$ cat config.mk
export PLATFORM = sky130hd
export DESIGN_NAME = matrix_feeder
export DESIGN_NICKNAME = d
export VERILOG_FILES = /design/src/rtl/matrix_feeder_pkg.sv /design/src/rtl/matrix_feeder_bank.sv /design/src/rtl/matrix_feeder.sv
export SDC_FILE = /design/constraint.sdc
export NUM_CORES = 1
export LEC_CHECK = 0
export ABC_AREA = 1
export ABC_CLOCK_PERIOD_IN_PS = 4900
export CAP_MARGIN = 25
export CELL_PAD_IN_SITES_DETAIL_PLACEMENT = 0
export CELL_PAD_IN_SITES_GLOBAL_PLACEMENT = 1
export CORE_MARGIN = 2
export CORE_UTILIZATION = 40
export DETAILED_ROUTE_END_ITERATION = 6
export GPL_TIMING_DRIVEN = 0
export PLACE_DENSITY = 0.69
export SLEW_MARGIN = 15
export SYNTH_ARGS = -nofsm -noshare
export SYNTH_HDL_FRONTEND = slang
export SYNTH_SLANG_ARGS = --single-unit
export TNS_END_PERCENT = 100
$ cat constraint.sdc
create_clock -name clk -period 4.9 [get_ports clk]
set_input_delay 0.735 -clock clk [delete_from_list [all_inputs] [get_ports clk]]
set_output_delay 0.735 -clock clk [all_outputs]
set_load 0.1 [all_outputs]
$ cat src/rtl/matrix_feeder_pkg.sv
// Shared constants and types for the 4x4 systolic-array feeder.
// The element width defaults to the multiplier's data-bus define MM_DATA_W.
`ifndef MM_DATA_W
`define MM_DATA_W 8
`endif

package matrix_feeder_pkg;

  localparam int N          = 4;
  localparam int CONF_CYC   = N;
  localparam int FEED_CYC   = 2 * N - 1;
  localparam int ROW_W      = $clog2(N);
  localparam int DATA_W_DEF = `MM_DATA_W;

  typedef enum logic [2:0] {
    ST_IDLE  = 3'd0,
    ST_CONF  = 3'd1,
    ST_FEED  = 3'd2,
    ST_DRAIN = 3'd3,
    ST_DONE  = 3'd4
  } state_t;

  typedef enum logic {
    BANK_W = 1'b0,
    BANK_A = 1'b1
  } bank_t;

endpackage

$ cat src/rtl/matrix_feeder_bank.sv
// feeder_bank: NxN register file with one row write port, one row read port
// and one per-column element read port (each column picks its own row).
module feeder_bank
  import matrix_feeder_pkg::*;
#(
  parameter int DATA_W = DATA_W_DEF
) (
  input  logic              clk,
  input  logic              wr_en,
  input  logic [ROW_W-1:0]  wr_row,
  input  logic [N*DATA_W-1:0] wr_data,
  input  logic [ROW_W-1:0]  rd_row,
  output logic [DATA_W-1:0] row_data [N],
  input  logic [ROW_W-1:0]  col_row  [N],
  output logic [DATA_W-1:0] col_data [N]
);

  logic [DATA_W-1:0] mem [N][N];

  // NOTE: storage has no reset; only the row counters and full flags decide
  // what is valid, so resetting the array would only cost flops.
  always_ff @(posedge clk) begin
    if (wr_en) begin
      for (int j = 0; j < N; j++) begin
        mem[wr_row][j] <= wr_data[j*DATA_W +: DATA_W];
      end
    end
  end

  always_comb begin
    for (int j = 0; j < N; j++) begin
      row_data[j] = mem[rd_row][j];
      col_data[j] = mem[col_row[j]][j];
    end
  end

endmodule

$ cat src/rtl/matrix_feeder.sv
// matrix_feeder: buffers a weight and an activation matrix, then streams W
// unskewed (conf) and A diagonally skewed (start). Option: MATRIX_FEEDER_WREUSE_EN.
module matrix_feeder
  import matrix_feeder_pkg::*;
#(
  parameter int DATA_W    = DATA_W_DEF,
  parameter int DRAIN_CYC = 4
) (
  input  logic                clk,
  input  logic                rst,
  input  logic                load_valid,
  output logic                load_ready,
  input  logic                load_sel,
  input  logic [4*DATA_W-1:0] load_data,
  input  logic                go,
  output logic                busy,
  output logic                done,
  output logic                w_full,
  output logic                a_full,
  output logic [DATA_W-1:0]   data_out0,
  output logic [DATA_W-1:0]   data_out1,
  output logic [DATA_W-1:0]   data_out2,
  output logic [DATA_W-1:0]   data_out3,
  output logic                mm_conf,
  output logic                mm_start
);

  localparam int CNT_MAX = (DRAIN_CYC > FEED_CYC) ? DRAIN_CYC : FEED_CYC;
  localparam int CNT_W   = $clog2(CNT_MAX + 1);

`ifdef MATRIX_FEEDER_WREUSE_EN
  localparam bit WREUSE = 1'b1;
`else
  localparam bit WREUSE = 1'b0;
`endif

  state_t             state, state_d;
  logic [CNT_W-1:0]   cnt, cnt_d;
  logic [ROW_W-1:0]   w_cnt, a_cnt;
  logic               load_fire, go_ok;
  bank_t              rd_bank;
  logic [CNT_W-1:0]   skew   [N];
  logic [ROW_W-1:0]   col_idx [N];
  logic [DATA_W-1:0]  w_row [N], a_row [N], w_col [N], a_col [N];
  logic [DATA_W-1:0]  data_d [N], data_q [N];

  assign load_ready = (state == ST_IDLE) && !(load_sel ? a_full : w_full);
  assign load_fire  = load_valid && load_ready;
  assign go_ok      = go && (state == ST_IDLE) && w_full && a_full;

  always_ff @(posedge clk or negedge rst) begin
    if (!rst) begin
      state <= ST_IDLE;
      cnt   <= '0;
    end else begin
      state <= state_d;
      cnt   <= cnt_d;
    end
  end

  // NOTE: every variable gets its default before the case, so no path can
  // leave one unassigned and infer a latch.
  always_comb begin
    state_d = state;
    cnt_d   = cnt;
    unique case (state)
      ST_IDLE:  if (go_ok) begin state_d = ST_CONF; cnt_d = '0; end
      ST_CONF:  if (cnt == CNT_W'(CONF_CYC - 1)) begin state_d = ST_FEED; cnt_d = '0; end
                else cnt_d = cnt + 1'b1;
      ST_FEED:  if (cnt == CNT_W'(FEED_CYC - 1)) begin state_d = ST_DRAIN; cnt_d = '0; end
                else cnt_d = cnt + 1'b1;
      ST_DRAIN: if (cnt == CNT_W'(DRAIN_CYC - 1)) begin state_d = ST_DONE; cnt_d = '0; end
                else cnt_d = cnt + 1'b1;
      ST_DONE:  state_d = ST_IDLE;
      default:  state_d = ST_IDLE;
    endcase
  end

  always_ff @(posedge clk or negedge rst) begin
    if (!rst) begin
      w_cnt  <= '0;
      a_cnt  <= '0;
      w_full <= 1'b0;
      a_full <= 1'b0;
    end else begin
      if (load_fire) begin
        if (load_sel == BANK_A) begin
          a_cnt <= a_cnt + 1'b1;
          if (a_cnt == ROW_W'(N - 1)) a_full <= 1'b1;
        end else begin
          w_cnt <= w_cnt + 1'b1;
          if (w_cnt == ROW_W'(N - 1)) w_full <= 1'b1;
        end
      end
      if (state == ST_DONE) begin
        a_full <= 1'b0;
        a_cnt  <= '0;
        if (!WREUSE) begin
          w_full <= 1'b0;
          w_cnt  <= '0;
        end
      end
    end
  end

  feeder_bank #(.DATA_W(DATA_W)) u_w_bank (
    .clk(clk), .wr_en(load_fire && (load_sel == BANK_W)), .wr_row(w_cnt),
    .wr_data(load_data), .rd_row(cnt_d[ROW_W-1:0]), .row_data(w_row),
    .col_row(col_idx), .col_data(w_col)
  );

  feeder_bank #(.DATA_W(DATA_W)) u_a_bank (
    .clk(clk), .wr_en(load_fire && (load_sel == BANK_A)), .wr_row(a_cnt),
    .wr_data(load_data), .rd_row(cnt_d[ROW_W-1:0]), .row_data(a_row),
    .col_row(col_idx), .col_data(a_col)
  );

  // Outputs are registered from the next state, so column j carries A[k-j][j]
  // in FEED cycle k; both banks share indices and the phase picks the bank.
  always_comb begin
    rd_bank = (state_d == ST_FEED) ? BANK_A : BANK_W;
    for (int j = 0; j < N; j++) begin
      skew[j]    = cnt_d - CNT_W'(j);
      col_idx[j] = skew[j][ROW_W-1:0];
      data_d[j]  = '0;
      if (state_d == ST_CONF) begin
        data_d[j] = (rd_bank == BANK_A) ? a_row[j] : w_row[j];
      end else if (state_d == ST_FEED && cnt_d >= CNT_W'(j) && skew[j] < CNT_W'(N)) begin
        data_d[j] = (rd_bank == BANK_A) ? a_col[j] : w_col[j];
      end
    end
  end

  always_ff @(posedge clk or negedge rst) begin
    if (!rst) begin
      busy     <= 1'b0;
      done     <= 1'b0;
      mm_conf  <= 1'b0;
      mm_start <= 1'b0;
      for (int j = 0; j < N; j++) data_q[j] <= '0;
    end else begin
      busy     <= (state_d != ST_IDLE);
      done     <= (state_d == ST_DONE);
      mm_conf  <= (state_d == ST_CONF);
      mm_start <= (state_d == ST_FEED);
      for (int j = 0; j < N; j++) data_q[j] <= data_d[j];
    end
  end

  assign data_out0 = data_q[0];
  assign data_out1 = data_q[1];
  assign data_out2 = data_q[2];
  assign data_out3 = data_q[3];

endmodule

# [Yosys cells after proc, flatten, opt, wreduce, memory -nomap -nowiden]
# Memory sizes are Yosys's and may differ from the RTL's.
# Index checks and enable logic that the tools add are counted.
[word_totals] regBits=48 ram_bits=256 out_inout_bits=39 memories=2
[memory_table] memory="u_a_bank.mem" depth=4 width=32 read_ports=4 rd_ports_with_merged_regs=0 write_ports=1 line="matrix_feeder_bank.sv:18" rtl="logic [DATA_W-1:0] mem [N][N];"
[memory_table] memory="u_w_bank.mem" depth=4 width=32 read_ports=4 rd_ports_with_merged_regs=0 write_ports=1 line="matrix_feeder_bank.sv:18"
[classes] addsub=6 magnitude_cmp=8 n_eq_ne=12 muxes=44 bitwise=1 n_reduce_logical=27
[ops] op="$mux W8" n=15
[ops] op="$mux W3" n=7
[ops] op="$logic_and A1 B1 Y1" n=15
[ops] op="$mux W1" n=14
[ops] op="$eq A3 B2 Y1 const B" n=4
[ops] op="$lt A3 B3 Y1 const B" n=4
[ops] op="$mux W2" n=6
[ops] op="$pmux W3 S4" n=1
[ops] op="$eq A3 B3 Y1 const B" n=3
[ops] op="$pmux W3 S3" n=1
[ops] op="$reduce_bool A2 Y1" n=4
[ops] op="$eq A3 B1 Y1 const B" n=2
[ops] op="$ge A3 B1 Y1 const B" n=2
[ops] op="$ge A3 B2 Y1 const B" n=2
[ops] op="$reduce_and A3 Y1" n=2
[ops] op="$sub A3 B2 Y3 const B" n=2
[ops] op="$add A2 B1 Y2 const B" n=2
[ops] op="$eq A2 B2 Y1 const B" n=2
[ops] op="$reduce_and A2 Y1" n=2
[ops] op="$add A3 B1 Y3 const B" n=1
[ops] op="$logic_not A3 Y1" n=1
[ops] op="$reduce_bool A3 Y1" n=1
[ops] op="$sub A3 B1 Y3 const B" n=1
[ops] op="$ne A2 B1 Y1 const B" n=1
[ops] op="3 further kinds" n=3

# [Longest topological paths before layout]
# Gate-level depths: netlist of run 1.
[logic_depth] word_depth=11 depth_mapped=17 depth_no_buf=15

# [Hierarchy]
# A second synthesis of run 1 with hierarchy kept.
[hier_totals] hier_cells=1798 hier_area_um2=15381.0
[modules_own_cells] module="feeder_bank at u_w_bank" n_inst=1 cells_each=757 area_each_um2=6500.0 seq_area_each_um2=3843.7
[modules_own_cells] module="feeder_bank at u_a_bank" n_inst=1 cells_each=757 area_each_um2=6492.5 seq_area_each_um2=3843.7
[modules_own_cells] module="matrix_feeder" n_inst=1 cells_each=284 area_each_um2=2388.5 seq_area_each_um2=1201.2

# [Least setup slack after synthesis of run 1]
# Ideal clock, no wire load.
[synth_path] path_type="register to register" start="register w_full" end="memory u_a_bank.mem[0][0] in the netlist's numbering, enable pin" setup_ns=0.421 t_arrival_ns=5.296 t_required_ns=4.479 path_slack_ns=-0.817 path_stages_with_launch=6 n_path_buf=0 synth_period_minus_slack_ns=5.717 cell_sequence="dfrtp_1 > inv_1 > o21ai_0 > nor3_1 > nand3_1 > nor2_1"
[synth_between] elab_chain_len=7
[synth_rtl] item="start: declaration" line="matrix_feeder.sv:18" rtl="output logic w_full,"
[synth_rtl] item="start signal: assignment" line="matrix_feeder.sv:83" rtl="w_full <= 1'b0;"
[synth_rtl] item="start signal: assignment" line="matrix_feeder.sv:92" rtl="if (w_cnt == ROW_W'(N - 1)) w_full <= 1'b1;"
[synth_rtl] item="start signal: assignment" line="matrix_feeder.sv:99" rtl="w_full <= 1'b0;"
[synth_rtl] item="$mux W1" line="matrix_feeder.sv:47" rtl="assign load_ready = (state == ST_IDLE) && !(load_sel ? a_full : w_full);"
[synth_rtl] item="$logic_not A1 Y1" line="matrix_feeder.sv:47"
[synth_rtl] item="$logic_and A1 B1 Y1" line="matrix_feeder.sv:47"
[synth_rtl] item="via load_ready" line="matrix_feeder.sv:12" rtl="output logic load_ready,"
[synth_rtl] item="$logic_and A1 B1 Y1" line="matrix_feeder.sv:48" rtl="assign load_fire = load_valid && load_ready;"
[synth_rtl] item="$logic_and A1 B1 Y1" line="matrix_feeder.sv:113" rtl=".clk(clk), .wr_en(load_fire && (load_sel == BANK_A)), .wr_row(a_cnt),"
[synth_rtl] item="$mux W1" line="matrix_feeder_bank.sv:23" rtl="if (wr_en) begin"
[synth_rtl] item="$mux W1 (implied by the code)" line="matrix_feeder_bank.sv:25" rtl="mem[wr_row][j] <= wr_data[j*DATA_W +: DATA_W];"
[synth_rtl] item="end: declaration" line="matrix_feeder_bank.sv:18"
# The timed path passes the listed nets, and every way through them passes these cells.

==> impl_results.md, run 1 <==
* Final setup fails at 0
* Dominant cells by area after synthesis: sky130_fd_sc_hd__edfxtp_1 61%, sky130_fd_sc_hd__dfrtp_1 9.5%, sky130_fd_sc_hd__nand2_1 8.8%
* Total wire length at 32200 um
* Minimum setup slack among reg-to-reg paths at 1130 ps
* Residual DRC at 0
* Worst path cell trace: clkdlybuf4s50_1, nand3_1, nand2_1, nand2_1, nand2_4, clkbuf_1, nand2_1, ha_1, buf_1, clkinv_1, nand3_1, nand2_1, o21ai_1
* Post-synthesis instance total at 1105
* Final Cell Area at 15200 um2
* Antenna cells at 0
* Clock tree root driver cell: sky130_fd_sc_hd__clkbuf_16
* Syn Nets at 1160
* Outcome: finished, final reports clean
* Count of clock tree sinks at 304
* Final Hold Viols at 0
* Placed Area at 14100 um2
* Clock latency on the worst-skew pair at 580 ps
* Highest fanout seen on the critical path at 10
* Number of setup buffers added after CTS at 0
* Global routing met1 resource utilization at 0.284
* Worst slew margin relative to its limit at 0.349
* Time the final worst path needs with I/O delays and setup at 3790 ps
* Global route total overflow at 0
* Filler-free cell count of the finished design at 1648
* Commonest non-fill, non-tap cells in the layout: 295 x sky130_fd_sc_hd__nand2_1, 256 x sky130_fd_sc_hd__edfxtp_1, 137 x sky130_fd_sc_hd__nand3_1
* Largest area contributor in the synthesized netlist: sky130_fd_sc_hd__edfxtp_1
* Total core area at 31300 um2
* Endpoint of the lowest-slack register-to-register path: data_out3[2]
* DR vias/cell at 5.02
* Timing-limited maximum frequency at 264 MHz
* First-pass GRT wire length at 48600 um
* Post-synthesis share of cell area spent on xor and xnor gates at 0
* Area of the die at 33000 um2
* Multiplexer fraction of the synthesized cell area at 0
* Core Rows at 65
* Detailed Routing Iterations Pass 1 at 5
* CP Class: in -> reg
* Largest net degree at the start of global routing at 49
* Met3 routing resource usage after global routing at 0.0297
* Post-CTS Resized at 0
* Number of global-route vias before repair at 7986
* Top cell type's share of synthesized area at 0.610
* Maximum clock skew at final layout at 18.8 ps
* CP max stage cell: sky130_fd_sc_hd__clkinv_1
* Fraction of layout cells with a size suffix above 1 at 0.0867
* 1st-iter DRT viols at 690
* Met2 usage at 0.314
* Post-Route Utilization at 0.485
* Routed length per instance at 19.6 um
* Top Ports at 76
* Leading cell type in the layout, fill and taps excluded: sky130_fd_sc_hd__nand2_1
* Delay of the slowest cell on the worst path at 550 ps
* Placed instance count at 1590
* Mapped Avg Cell Area at 11.4 um2
* Sum of buffers and inverters on the critical path at 4
* Area of the mapped netlist at 12600 um2
* Slew at the pin closest to its max-slew limit at 973 ps
* Post-synthesis share of cell area spent on full adders, half adders and majority gates at 0.0179
* Worst reg-to-reg path cell count at 14
* Crit path launch type: input pin
* CTS tree: done
* Worst reg2reg path startpoint: cnt[0]
* Kind of end point of the critical path: register
* HP Class: in -> async
* Number of buffers added by the clock tree synthesis step at 31
* Starting density of the core at 0.403
* Sequential fraction of the synthesis area at 0.705
* Level count of the clock H-tree at 1
* Routed via count at 8269
* Global router's overall resource usage at 0.197
* Most utilized layer in the global route result: met2
* Cell variety after synth at 30
* Final worst-path cycle share at 0.773
* Syn-to-layout area delta at 20.6%
* Number of maximum-capacitance constraint violations at 0
* Area fraction in compound gates after synthesis at 0.0275
* RSZ-0062 raised after global routing: false
* Post-synthesis simple-gate area fraction at 0.194
* Detailed-placement wirelength estimate at 20700 um
* Die X-Extent at 182 um
* Cell mode on critical path: sky130_fd_sc_hd__nand2_1
* Number of register bits inferred by synthesis at 304
* Hold bufs inserted after CTS at 0
* Final-stage net count at 1276
* Antenna violations before repair at 0
* Final ANT Viol Nets at 0
* Largest family of logic cells by synthesized area: simple AND/OR/NAND/NOR gates
* Synth Warn # at 0
* Maximum clock path buffer count at 3
* Count of input and output buffers at 75
* Final Wtd Congestion at 0.803
* CP top delay family: buffers and inverters
* Worst Path Required at 5360 ps
* Arrival @ worst endpoint at 4240 ps
* CTS clock-pin slew for the worst setup and hold paths at 60 ps
* Die Y-Extent at 182 um
* Slew Limit Fails at 0
## sequential cells by signal (all words and copies together), names as in the netlist, 2 cells and up
register      count
u_w_bank.mem    128
data_out2         8
state             3
cnt               3
data_out3         8
data_out1         8
u_a_bank.mem    128
w_cnt             2
a_cnt             2
data_out0         8
## synth_stat cells
library cell and instances:
sky130_fd_sc_hd__nor2_4 1, sky130_fd_sc_hd__o21ai_2 1, sky130_fd_sc_hd__clkbuf_1 16, sky130_fd_sc_hd__o211ai_1 12
sky130_fd_sc_hd__buf_1 8, sky130_fd_sc_hd__nor2_8 1, sky130_fd_sc_hd__dfrtp_1 48, sky130_fd_sc_hd__a21boi_0 1
sky130_fd_sc_hd__nand2_4 2, sky130_fd_sc_hd__o21ai_0 13, sky130_fd_sc_hd__nor2_2 2, sky130_fd_sc_hd__nand4_1 3
sky130_fd_sc_hd__buf_2 22, sky130_fd_sc_hd__nor3_1 4, sky130_fd_sc_hd__nand2_1 295, sky130_fd_sc_hd__buf_4 2
sky130_fd_sc_hd__or2_1 7, sky130_fd_sc_hd__edfxtp_1 256, sky130_fd_sc_hd__inv_1 116, sky130_fd_sc_hd__nand3b_1 37
sky130_fd_sc_hd__o21a_1 2, sky130_fd_sc_hd__inv_2 5, sky130_fd_sc_hd__and2_1 1, sky130_fd_sc_hd__ha_1 18
sky130_fd_sc_hd__nand3_1 137, sky130_fd_sc_hd__o21ai_1 18, sky130_fd_sc_hd__buf_6 2, sky130_fd_sc_hd__a21oi_1 14
sky130_fd_sc_hd__nor2_1 60, sky130_fd_sc_hd__clkinv_1 1
## logic make-up after synthesis
group / count (synthesis)
and+or+nand+nor: 550
DFF: 304
buffers and inverters: 172
AOI/OAI and AO/OA: 61
adders and majority gates: 18
## stage by stage
stage	setup TNS [ps]	setup slack (ps)	hold WS, ps
floorplan	0	304	439
global placement	-69600	-434	546
detailed placement	0	564	552
CTS	0	1120	255
global route	0	881	284
finish	0	1110	233
## per-layer routing
metal | part of all wire | vias to the layer above
li1 | - | 3946
met1 | 0.46 | 4029
met2 | 0.46 | 246
met3 | 0.063 | 48
met4 | 0.019 | 0
met5 | 0 | -
## worst max path at each step
stage | start | slack [ps] | endpoint | cells after the start
after floorplan | w_full | 300 | u_a_bank.mem[0][0] | 5
after global routing | cnt[0] | 880 | data_out3[2] | 14
after CTS | cnt[0] | 1120 | data_out3[0] | 14
after global placement | load_sel | -430 | u_a_bank.mem[1][7] | 5
after detailed placement | go | 560 | data_out3[0] | 13
final | go | 1110 | data_out3[2] | 13
## final cells by class
class | count | area, um2
fillers | 2777 | 16100
flip-flops and latches | 304 | 8890
multi-input cells | 629 | 3070
repair buffers | 83 | 938
clock buffers | 37 | 828
well taps | 402 | 503
inverters | 122 | 458
clock inverters | 21 | 272
plain buffers | 50 | 238
Power of run 1 is not shown: default switching activity piles up to over one toggle a cycle in this logic, so the estimate is an artifact.
==> run 2: changes to the inputs <==
ABC_CLOCK_PERIOD_IN_PS = 3500   (was 4900)
clock period = 3.5 ns   (was 4.9 ns; I/O delays follow)
==> run 2 against run 1 <==
Against the previous run: utilization down 0.15 points; die area did not move; via count is 0.41% higher; sequential share of layout area increased by 0.18 points; clock skew increased by 5.3 ps; critical path type is now reg -> reg; critical endpoint is now data_out1[6]; largest cell class unchanged.
==> impl_results.md, run 2 (synthesized netlist as in run 1, its figures left out) <==
* Routed via count at 8303 (was 8269)
* Maximum clock path buffer count at 3 (unchanged)
* Worst slew margin relative to its limit at 0.345 (was 0.349)
* Worst reg2reg path startpoint: cnt[0] (unchanged)
* Detailed-placement wirelength estimate at 20700 um (about the same)
* Antenna cells at 0 (unchanged)
* CP Class: reg -> reg (was in -> reg)
* Worst path cell trace: ha_1, ha_1, inv_1, nand3_1, nand3_1, buf_2, buf_2, ha_1, clkbuf_2, o211ai_1, nand2_1, nand2_1, nand2_1 (was clkdlybuf4s50_1, nand3_1, nand2_1, nand2_1, nand2_4, clkbuf_1, nand2_1, ha_1, buf_1, clkinv_1, nand3_1, nand2_1, o21ai_1)
* Final Hold Viols at 0 (unchanged)
* Slew at the pin closest to its max-slew limit at 980 ps (was 973 ps)
* Top Ports at 76 (unchanged)
* Number of global-route vias before repair at 7963 (was 7986)
* Kind of end point of the critical path: register (unchanged)
* Clock tree root driver cell: sky130_fd_sc_hd__clkbuf_16 (unchanged)
* Die X-Extent at 182 um (unchanged)
* Core Rows at 65 (unchanged)
* FF/Latch Area at 8890 um2 (unchanged)
* Routed length per instance at 19.6 um (about the same)
* Arrival @ worst endpoint at 3690 ps (was 4240 ps)
* Top Layer Used: met4 (unchanged)
* Final worst-path cycle share at 0.941
* Area of the die at 33000 um2 (unchanged)
* DR vias/cell at 5.04 (was 5.02)
* CTS tree: done (unchanged)
* CTS clock-pin slew for the worst setup and hold paths at 60 ps (about the same)
* Global route total overflow at 0 (unchanged)
* Final worst-path setup slack at 205 ps (was 1110 ps)
* Timing-limited maximum frequency at 303 MHz
* Footprint of the multi-input gates at 3080 um2 (was 3070 um2)
* Total core area at 31300 um2 (unchanged)
* Level count of the clock H-tree at 2 (was 1)
* Registers with the most flip-flops: u_a_bank.mem: 128 flops, u_w_bank.mem: 128 flops (unchanged)
* Metal1 wirelength at 15200 um (was 14900 um)
* Maximum clock skew at final layout at 24.1 ps (was 18.8 ps)
* Length of routed met2 wiring at 14700 um (about the same)
* Crit path from: cnt[0] (was go)
* Final ANT Viol Nets at 0 (unchanged)
* Hold bufs inserted after CTS at 0 (unchanged)
* Crit path launch type: register (was input pin)
* Leading cell type in the layout, fill and taps excluded: sky130_fd_sc_hd__nand2_1 (unchanged)
* Worst Path Required at 3900 ps (was 5360 ps)
* Count of input and output buffers at 75 (unchanged)
* Smallest hold slack at 87.3 ps (was 233 ps)
* Antenna violations before repair at 0 (unchanged)
* Outcome: finished, final reports clean (unchanged)
* Worst slack at placement at -646 ps (was 564 ps)
* Count of clock tree sinks at 304 (unchanged)
* CP max stage cell: sky130_fd_sc_hd__dfrtp_1 (was sky130_fd_sc_hd__clkinv_1)
* Highest fanout seen on the critical path at 12 (was 10)
* Commonest non-fill, non-tap cells in the layout: 295 x sky130_fd_sc_hd__nand2_1, 256 x sky130_fd_sc_hd__edfxtp_1, 137 x sky130_fd_sc_hd__nand3_1 (unchanged)
* Time the final worst path needs with I/O delays and setup at 3290 ps
* Final-stage net count at 1278 (was 1276)
* RSZ-0062 raised after global routing: false (unchanged)
* Final setup fails at 0 (unchanged)
* Syn-to-layout area delta at 20.2% (was 20.6%)
* Fraction of layout cells with a size suffix above 1 at 0.0835 (was 0.0867)
* Total Negative Setup Slacks at 0 ps (unchanged)
* Total wire length at 32300 um (was 32200 um)
* Detailed Routing Iterations Pass 1 at 7 (was 5)
* Number of setup buffers added after CTS at 0 (unchanged)
* Count of fill cells added during filler insertion at 2820 (was 2777)
* Largest net degree at the start of global routing at 49 (unchanged)
* Number of maximum-capacitance constraint violations at 0 (unchanged)
* Residual DRC at 0 (unchanged)
* 1st-iter DRT viols at 582 (was 690)
* Die Y-Extent at 182 um (unchanged)
* Delay of the slowest cell on the worst path at 440 ps (was 550 ps)
* Clock latency on the worst-skew pair at 510 ps (was 580 ps)
* Starting density of the core at 0.403 (unchanged)
* Slew Limit Fails at 0 (unchanged)
* Number of buffers added by the clock tree synthesis step at 34 (was 31)
* HP Class: in -> async (unchanged)
* First-pass GRT wire length at 49000 um (was 48600 um)
* Final Wtd Congestion at 0.786 (was 0.803)
* Global router's overall resource usage at 0.199 (was 0.197)
* Wire length on met3 at 1780 um (was 2030 um)
* Post-Route Utilization at 0.484 (was 0.485)
-- run 2: cell count changes in the layout (fill, tap and decap cells not counted), sizes merged --
cell	delta
clkinv	-2
buf	-1
bufinv	-5
clkbuf	+8
inv	-1
-- run 2: final cells by class --
| class | count | area share |
|---|---|---|
| multi-input cells | 629 | 0.203 |
| inverters | 122 | 0.0303 |
| well taps | 402 | 0.0332 |
| plain buffers | 48 | 0.0155 |
| clock inverters | 13 | 0.00652 |
| repair buffers | 84 | 0.0637 |
| clock buffers | 45 | 0.0609 |
| flip-flops and latches | 304 | 0.587 |
-- run 2: through the flow --
stage | cells | instance area (um2)
after floorplan | 1105 | 12600
after global placement | 1582 | 13900
after detailed placement | 1591 | 14100
after CTS | 1648 | 15200
after global routing | 1647 | 15200
final | 1647 | 15200
-- run 2: path summary, 6_finish.rpt --
kind / slack [ps] / endpoint / cells past startpoint
max: 210 / data_out1[6] / 13
min: 90 / data_out0[4] / 1
max reg2reg: 210 / data_out1[6] / 13
min reg2reg: 560 / w_full / 2
max in group asynchronous: 2910 / data_out3[5] / 1
min in group clk: 560 / w_full / 2
-- run 2: repair_timing --
item / 4_1_cts / 5_1_grt
setup endpoints to repair: 16 / 16
gates cloned: 0 / 0
gates resized for setup: 3 / 1
hold endpoints to repair: 0 / 0
-- run 2: routing by layer --
metal,vias to the layer above,global-route usage
li1,3947,-
met1,4059,0.293
met2,253,0.314
met3,44,0.0277
met4,0,0.0478
met5,-,0
-- run 2: worst max-delay path: cells and delay by family, from the launching register on --
kind            cells  cell delay [ps]
fa+ha+maj           3              890
buf+inv             4             1130
compound gates      1              180
flops               1              440
simple gates        5              530
Power of run 2 is left out for the same reason.
